## config.mk

```make
export PLATFORM = sky130hd
export DESIGN_NAME = load_store_unit
export DESIGN_NICKNAME = d
export VERILOG_FILES = /design/src/rtl/load_store_unit.sv
export SDC_FILE = /design/constraint.sdc
export NUM_CORES = 1
export LEC_CHECK = 0
export CAP_MARGIN = 25
export CORE_MARGIN = 2
export CORE_UTILIZATION = 45
export CTS_BUF_LIST = sky130_fd_sc_hd__clkbuf_8 sky130_fd_sc_hd__clkbuf_16
export DETAILED_ROUTE_END_ITERATION = 12
export PLACE_DENSITY = 0.84
export SLEW_MARGIN = 10
export SYNTH_ARGS = -nofsm -noshare
export SYNTH_HDL_FRONTEND = slang
export SYNTH_SLANG_ARGS = --single-unit
export TNS_END_PERCENT = 50
```

## constraint.sdc

```tcl
create_clock -name clk -period 2.2 [get_ports clk]
set_input_delay 0.44 -clock clk [delete_from_list [all_inputs] [get_ports clk]]
set_output_delay 0.44 -clock clk [all_outputs]
set_load 0.01 [all_outputs]
```

## src/rtl/load_store_unit.sv

```systemverilog
// Purpose : RV32I load/store unit - one data-memory transaction at a time, load
//           alignment/extension and register-file writeback.
// Latency : accept -> mem_req next cycle; load writeback one cycle after mem_rvalid.
// Backpr. : req_ready is high only in IDLE; mem_req is held with stable fields until
//           mem_gnt. A stalled bus aborts with a timeout error after WAIT_MAX cycles.
// Ports   : req_*  execute-stage request (valid/ready handshake)
//           mem_*  data-memory request/grant/response bus
//           wb_*   register-file write port (loads only, never for rd=0)
//           err/err_code  one-cycle error pulse (01 misaligned, 10 illegal, 11 timeout)
module load_store_unit #(
  parameter int WAIT_MAX = 255
) (
  input  logic        clk,
  input  logic        rst_n,
  input  logic        req_valid,
  output logic        req_ready,
  input  logic        req_load,
  input  logic [2:0]  req_funct3,
  input  logic [31:0] req_addr,
  input  logic [31:0] req_wdata,
  input  logic [4:0]  req_rd,
  output logic        mem_req,
  output logic        mem_we,
  output logic [31:0] mem_addr,
  output logic [3:0]  mem_wstrb,
  output logic [31:0] mem_wdata,
  input  logic        mem_gnt,
  input  logic        mem_rvalid,
  input  logic [31:0] mem_rdata,
  output logic        wb_we,
  output logic [4:0]  wb_rd,
  output logic [31:0] wb_value,
  output logic        err,
  output logic [1:0]  err_code
);

  // The counter only has to reach WAIT_MAX-1: the cycle it sits there with no
  // progress is the WAIT_MAX-th stalled cycle.
  localparam int CW = (WAIT_MAX < 2) ? 1 : $clog2(WAIT_MAX);
  localparam logic [CW-1:0] CNT_LAST = CW'(WAIT_MAX - 1);

  typedef enum logic [1:0] {IDLE, REQ, WAIT} state_t;

  state_t      state, state_nxt;
  logic        op_load;
  logic [2:0]  op_f3;
  logic [1:0]  op_off;
  logic [4:0]  op_rd;
  logic [CW-1:0] cnt;

  logic        accept;
  logic        f3_ok;
  logic        misal;
  logic        tout;
  logic [3:0]  st_strb;
  logic [31:0] st_wdata;
  logic [31:0] lane;
  logic [31:0] ld_val;

  assign req_ready = (state == IDLE);
  assign accept    = req_valid && req_ready;
  assign tout      = (cnt == CNT_LAST);

  // Request decode: legality, alignment and store lane formatting.
  always_comb begin
    f3_ok    = 1'b0;
    misal    = 1'b0;
    st_strb  = 4'b1111;
    st_wdata = req_wdata;
    if (req_load)
      f3_ok = (req_funct3 == 3'b000) || (req_funct3 == 3'b001) || (req_funct3 == 3'b010) ||
              (req_funct3 == 3'b100) || (req_funct3 == 3'b101);
    else
      f3_ok = (req_funct3 == 3'b000) || (req_funct3 == 3'b001) || (req_funct3 == 3'b010);
    // funct3[1:0] encodes access size for every legal opcode.
    misal = ((req_funct3[1:0] == 2'b01) && req_addr[0]) ||
            ((req_funct3[1:0] == 2'b10) && (req_addr[1:0] != 2'b00));
    case (req_funct3[1:0])
      2'b00: begin
        st_strb  = 4'b0001 << req_addr[1:0];
        st_wdata = {4{req_wdata[7:0]}};
      end
      2'b01: begin
        st_strb  = 4'b0011 << req_addr[1:0];
        st_wdata = {2{req_wdata[15:0]}};
      end
      default: begin
        st_strb  = 4'b1111;
        st_wdata = req_wdata;
      end
    endcase
  end

  // Load alignment: bring the addressed byte/halfword down to bit 0, then extend.
  always_comb begin
    lane = mem_rdata >> {op_off, 3'b000};
    case (op_f3)
      3'b000:  ld_val = {{24{lane[7]}}, lane[7:0]};
      3'b001:  ld_val = {{16{lane[15]}}, lane[15:0]};
      3'b100:  ld_val = {24'b0, lane[7:0]};
      3'b101:  ld_val = {16'b0, lane[15:0]};
      default: ld_val = lane;
    endcase
  end

  always_comb begin
    state_nxt = state;
    case (state)
      IDLE: if (accept && f3_ok && !misal) state_nxt = REQ;
      REQ: begin
        if (mem_gnt)   state_nxt = op_load ? WAIT : IDLE;
        else if (tout) state_nxt = IDLE;
      end
      WAIT: if (mem_rvalid || tout) state_nxt = IDLE;
      default: state_nxt = IDLE;
    endcase
  end

  always_ff @(posedge clk or negedge rst_n) begin
    if (!rst_n) state <= IDLE;
    else        state <= state_nxt;
  end

  always_ff @(posedge clk or negedge rst_n) begin
    if (!rst_n) begin
      op_load   <= 1'b0;
      op_f3     <= 3'b000;
      op_off    <= 2'b00;
      op_rd     <= 5'd0;
      cnt       <= '0;
      mem_req   <= 1'b0;
      mem_we    <= 1'b0;
      mem_addr  <= 32'd0;
      mem_wstrb <= 4'b0000;
      mem_wdata <= 32'd0;
      wb_we     <= 1'b0;
      wb_rd     <= 5'd0;
      wb_value  <= 32'd0;
      err       <= 1'b0;
      err_code  <= 2'b00;
    end else begin
      err   <= 1'b0;
      wb_we <= 1'b0;
      case (state)
        IDLE: begin
          if (accept) begin
            op_load <= req_load;
            op_f3   <= req_funct3;
            op_off  <= req_addr[1:0];
            op_rd   <= req_rd;
            cnt     <= '0;
            // Illegal funct3 is reported in preference to misalignment.
            if (!f3_ok) begin
              err      <= 1'b1;
              err_code <= 2'b10;
            end else if (misal) begin
              err      <= 1'b1;
              err_code <= 2'b01;
            end else begin
              mem_req   <= 1'b1;
              mem_we    <= !req_load;
              mem_addr  <= {req_addr[31:2], 2'b00};
              mem_wstrb <= req_load ? 4'b0000 : st_strb;
              mem_wdata <= st_wdata;
            end
          end
        end
        REQ: begin
          if (mem_gnt || tout) begin
            mem_req   <= 1'b0;
            mem_we    <= 1'b0;
            mem_wstrb <= 4'b0000;
            cnt       <= '0;
            if (!mem_gnt) begin
              err      <= 1'b1;
              err_code <= 2'b11;
            end
          end else begin
            cnt <= cnt + CW'(1);
          end
        end
        WAIT: begin
          if (mem_rvalid) begin
            wb_value <= ld_val;
            wb_rd    <= op_rd;
            wb_we    <= (op_rd != 5'd0);
          end else if (tout) begin
            err      <= 1'b1;
            err_code <= 2'b11;
          end else begin
            cnt <= cnt + CW'(1);
          end
        end
        default: ;
      endcase
    end
  end

endmodule

```

==> flow_summary.yaml <==
placement:
  dpl.hpwl_um: 13200
  placed_cells: 1047
  place_congestion: 0.875
  placed_cell_area_mm2: 0.00873
  port_buffers: 219
timing:
  hold_viol: 0
  min_period_over_period_pct: 92.0
  max_freq_mhz: 494
  fin_crit_ps: 2020
  slew_violations: 0
  tightestPinTransition_ps: 619
  relSlewSlack_pct: 58.6
  setup_tns_ps: 0
  rsz0062_at_grt: "no"
  setup_violations: 0
  finClkSkew_ps: 9.20
floorplan:
  fp.dieW_um: 121
  start_util_pct: 46.3
  rows: 42
  design.die.area_mm2: 0.0146
  io_pins: 222
  core_mm2: 0.0133
  die_h_um: 121
power_and_ir_drop:
  power_density_mw_per_mm2: 1340
  p_int_mw: 8.25
  peakVddDrop_mv: 0.693
  p_leak_nw: 4.30
  combPwrFrac_pct: 44.9
  clkPwrFrac_pct: 21.6
  power.total_mw: 12.5
  seqPwrFrac_pct: 33.5
  sw_frac_of_total_pct: 33.9
  p_switching_mw: 4.24
worst_setup_path:
  reg2reg_to: "cnt[0]"
  cp_max_fo: 7
  critPathCapture: "cnt[0]"
  cp-start-kind: "flop"
  r2r-start: "cnt[0]"
  worstSetupEndpointType: "flop"
  r2r_slack_ps: 180
  critical_path_class: "reg -> reg"
  worstPathRequired_ps: 2500
  cp.arrival_ps: 2320
  r2r_cells: 7
  critPathLaunch: "cnt[0]"
global_routing:
  antenna_found_initial: 0
  grt_max_degree: 76
  grt_pass1_vias: 5356
  grt_use_total_pct: 25.0
  overflow: 0
  grt_pass1_wl_um: 28200
clocking:
  root_buffer: "clkbuf_16"
  ctsHoldBuffers: 0
  insertion_delay_ps: 420
  path_clk_slew_ps: 50
  ctsLongestPathBuffers: 2
  clock_sinks: 130
  cts_buffers: 17
  htree_levels: 4
  cts_tree: "yes"
route:
  drt_first_pass_iters: 4
  wl_um: 17800
  dr.max_layer_used: "met4"
  initialDrtViolationCount: 440
  route.met2.wl_um: 8630
  wl_met1_um: 7170
  route.met3.wl_um: 1560
  viasPerCell: 5.08
  ant_nets: 0
  vias: 5472
  wl_per_cell_um: 16.5
  post-route-drc-count: 0
synthesis:
  yosys_warnings: 0
  synth_top_flop_cell: "dfrtp_1"
  yosysSeqAreaShare_pct: 52.9
  yosys.area_share.adder_pct: 1.22
  ys_types: 45
  synthSimpleGateAreaFrac_pct: 18.2
  avgSynthCellArea_um2: 9.47
  synth_area_mm2: 0.00615
  synthMuxAreaShare_pct: 11.4
  async_flop_share_pct: 100
  synth_cells: 650
  synth_compound_area_share_pct: 12.5
  synth-seq-cells: 130
  synth_top_family_by_area: "simple AND/OR/NAND/NOR gates"
  synth_edf_count: 0
  synth-xor-area-share_pct: 0
cells_and_area:
  drive_above_1_share_pct: 12.4
  layout_common_cells: "clkdlybuf4s50_1, nand2_1, dfrtp_1"
  areaGrowthSynthToFinish_pct: 51.3
  final_nets: 1007
  diodes: 0
  final_common_cell: "clkdlybuf4s50_1"
  fin_cells: 1078
  design_area_mm2: 0.00931
  seq_area_mm2: 0.00325
  fillers: 1013
  multiInputGateArea_mm2: 0.00270
job:
  max_cap_viol_count: 0
worst_hold_path:
  hold_path_class: "in -> async"
status:
  status: "completed"
synth_stat cells, types with 2 or more instances:
| cell type | n | share of area, % |
|---|---|---|
| a21o_1 | 6 | 0.73 |
| a21oi_1 | 28 | 2.3 |
| a21oi_2 | 8 | 1.1 |
| a22o_1 | 5 | 0.71 |
| a22oi_1 | 2 | 0.24 |
| and2_1 | 2 | 0.20 |
| buf_1 | 4 | 0.24 |
| buf_2 | 11 | 0.89 |
| buf_4 | 2 | 0.24 |
| clkbuf_1 | 20 | 1.2 |
| dfrtp_1 | 130 | 53 |
| ha_1 | 6 | 1.2 |
| inv_1 | 11 | 0.67 |
| mux2_2 | 21 | 3.8 |
| mux2i_1 | 44 | 7.2 |
| nand2_1 | 196 | 12 |
| nand2b_1 | 5 | 0.51 |
| nand3_1 | 10 | 0.81 |
| nor2_1 | 49 | 3.0 |
| nor2b_1 | 3 | 0.30 |
| nor3_1 | 2 | 0.16 |
| o211ai_1 | 8 | 0.98 |
| o21a_1 | 8 | 0.98 |
| o21ai_0 | 40 | 3.3 |
| o22a_1 | 8 | 1.1 |
| or2_2 | 2 | 0.20 |
layer usage:
metal  vias to the layer above  global-route usage [%]
li1                       2650                       -
met4                         0                    9.81
met2                       211                    40.0
met5                         -                       0
met1                      2579                    31.1
met3                        32                    8.83
power by group through the flow:
stage          logic (mW)  registers [mW]  clock network [mW]
2_1_floorplan        2.16            4.55                   0
3_3_place_gp         5.48            4.16                   0
3_5_place_dp         5.59            4.18                   0
4_1_cts              5.66            4.18                2.76
5_1_grt              6.09            4.31                2.89
6_report             5.61            4.18                2.70
metrics by stage:
stage	hold slack (ps)	util (%)	setup WS, ps
4_1_cts	26.7	70.1	230
5_1_grt	39.3	70.1	67.7
3_5_place_dp	461	65.6	-48.3
6_report	31.3	70.1	175
2_1_floorplan	144	-	404
3_3_place_gp	457	65.6	-15.7
state kept, by name (all words and copies together), names as in the netlist:
| signal | count |
|---|---|
| state | 2 |
| op_f3 | 3 |
| mem_we | 1 |
| wb_rd | 5 |
| op_off | 2 |
| mem_wdata | 32 |
| err | 1 |
| mem_addr | 30 |
| cnt | 8 |
| wb_value | 32 |
| wb_we | 1 |
| mem_req | 1 |
| op_load | 1 |
| mem_wstrb | 4 |
| op_rd | 5 |
| err_code | 2 |
cell families (layout without fill, tap and decap cells):
kind of cell               after synthesis  after routing
AOI/OAI and AO/OA                      120            120
buffers and inverters                   50            301
DFF                                    130            130
and+or+nand+nor                        277            277
other                                    1              2
adders and majority gates                6              6
muxes                                   66             66
worst min path at each step:
stage	startpoint	endpoint	depth (start not counted)
floorplan	rst_n	cnt[0]	0
global placement	mem_addr[27]	mem_addr[27]	2
detailed placement	mem_addr[23]	mem_addr[23]	2
CTS	rst_n	mem_addr[20]	2
global route	rst_n	mem_addr[28]	2
finish	rst_n	mem_addr[28]	2
layout make-up:
cell class | instances | area share, %
clock buffers | 19 | 4.86
clock inverters | 11 | 1.24
inverters | 11 | 0.443
multi-input cells | 471 | 29.0
flip-flops and latches | 130 | 34.9
well taps | 176 | 2.36
repair buffers | 260 | 27.2
what timing repair did:
action / in CTS / in global routing
endpoints found under the hold margin: 0 / 0
endpoints found under the setup margin: 2 / 0
setup buffers: 1 / 0
resized for setup: 6 / 0
critical path, stage by stage (launching register included):
cell	delay, ps
dfrtp_1	400
inv_1	90
ha_1	150
and4_1	240
a21oi_1	90
o21ai_1	400
nor2_1	220
mux2_2	310
Power figures use the tool's default switching activity.
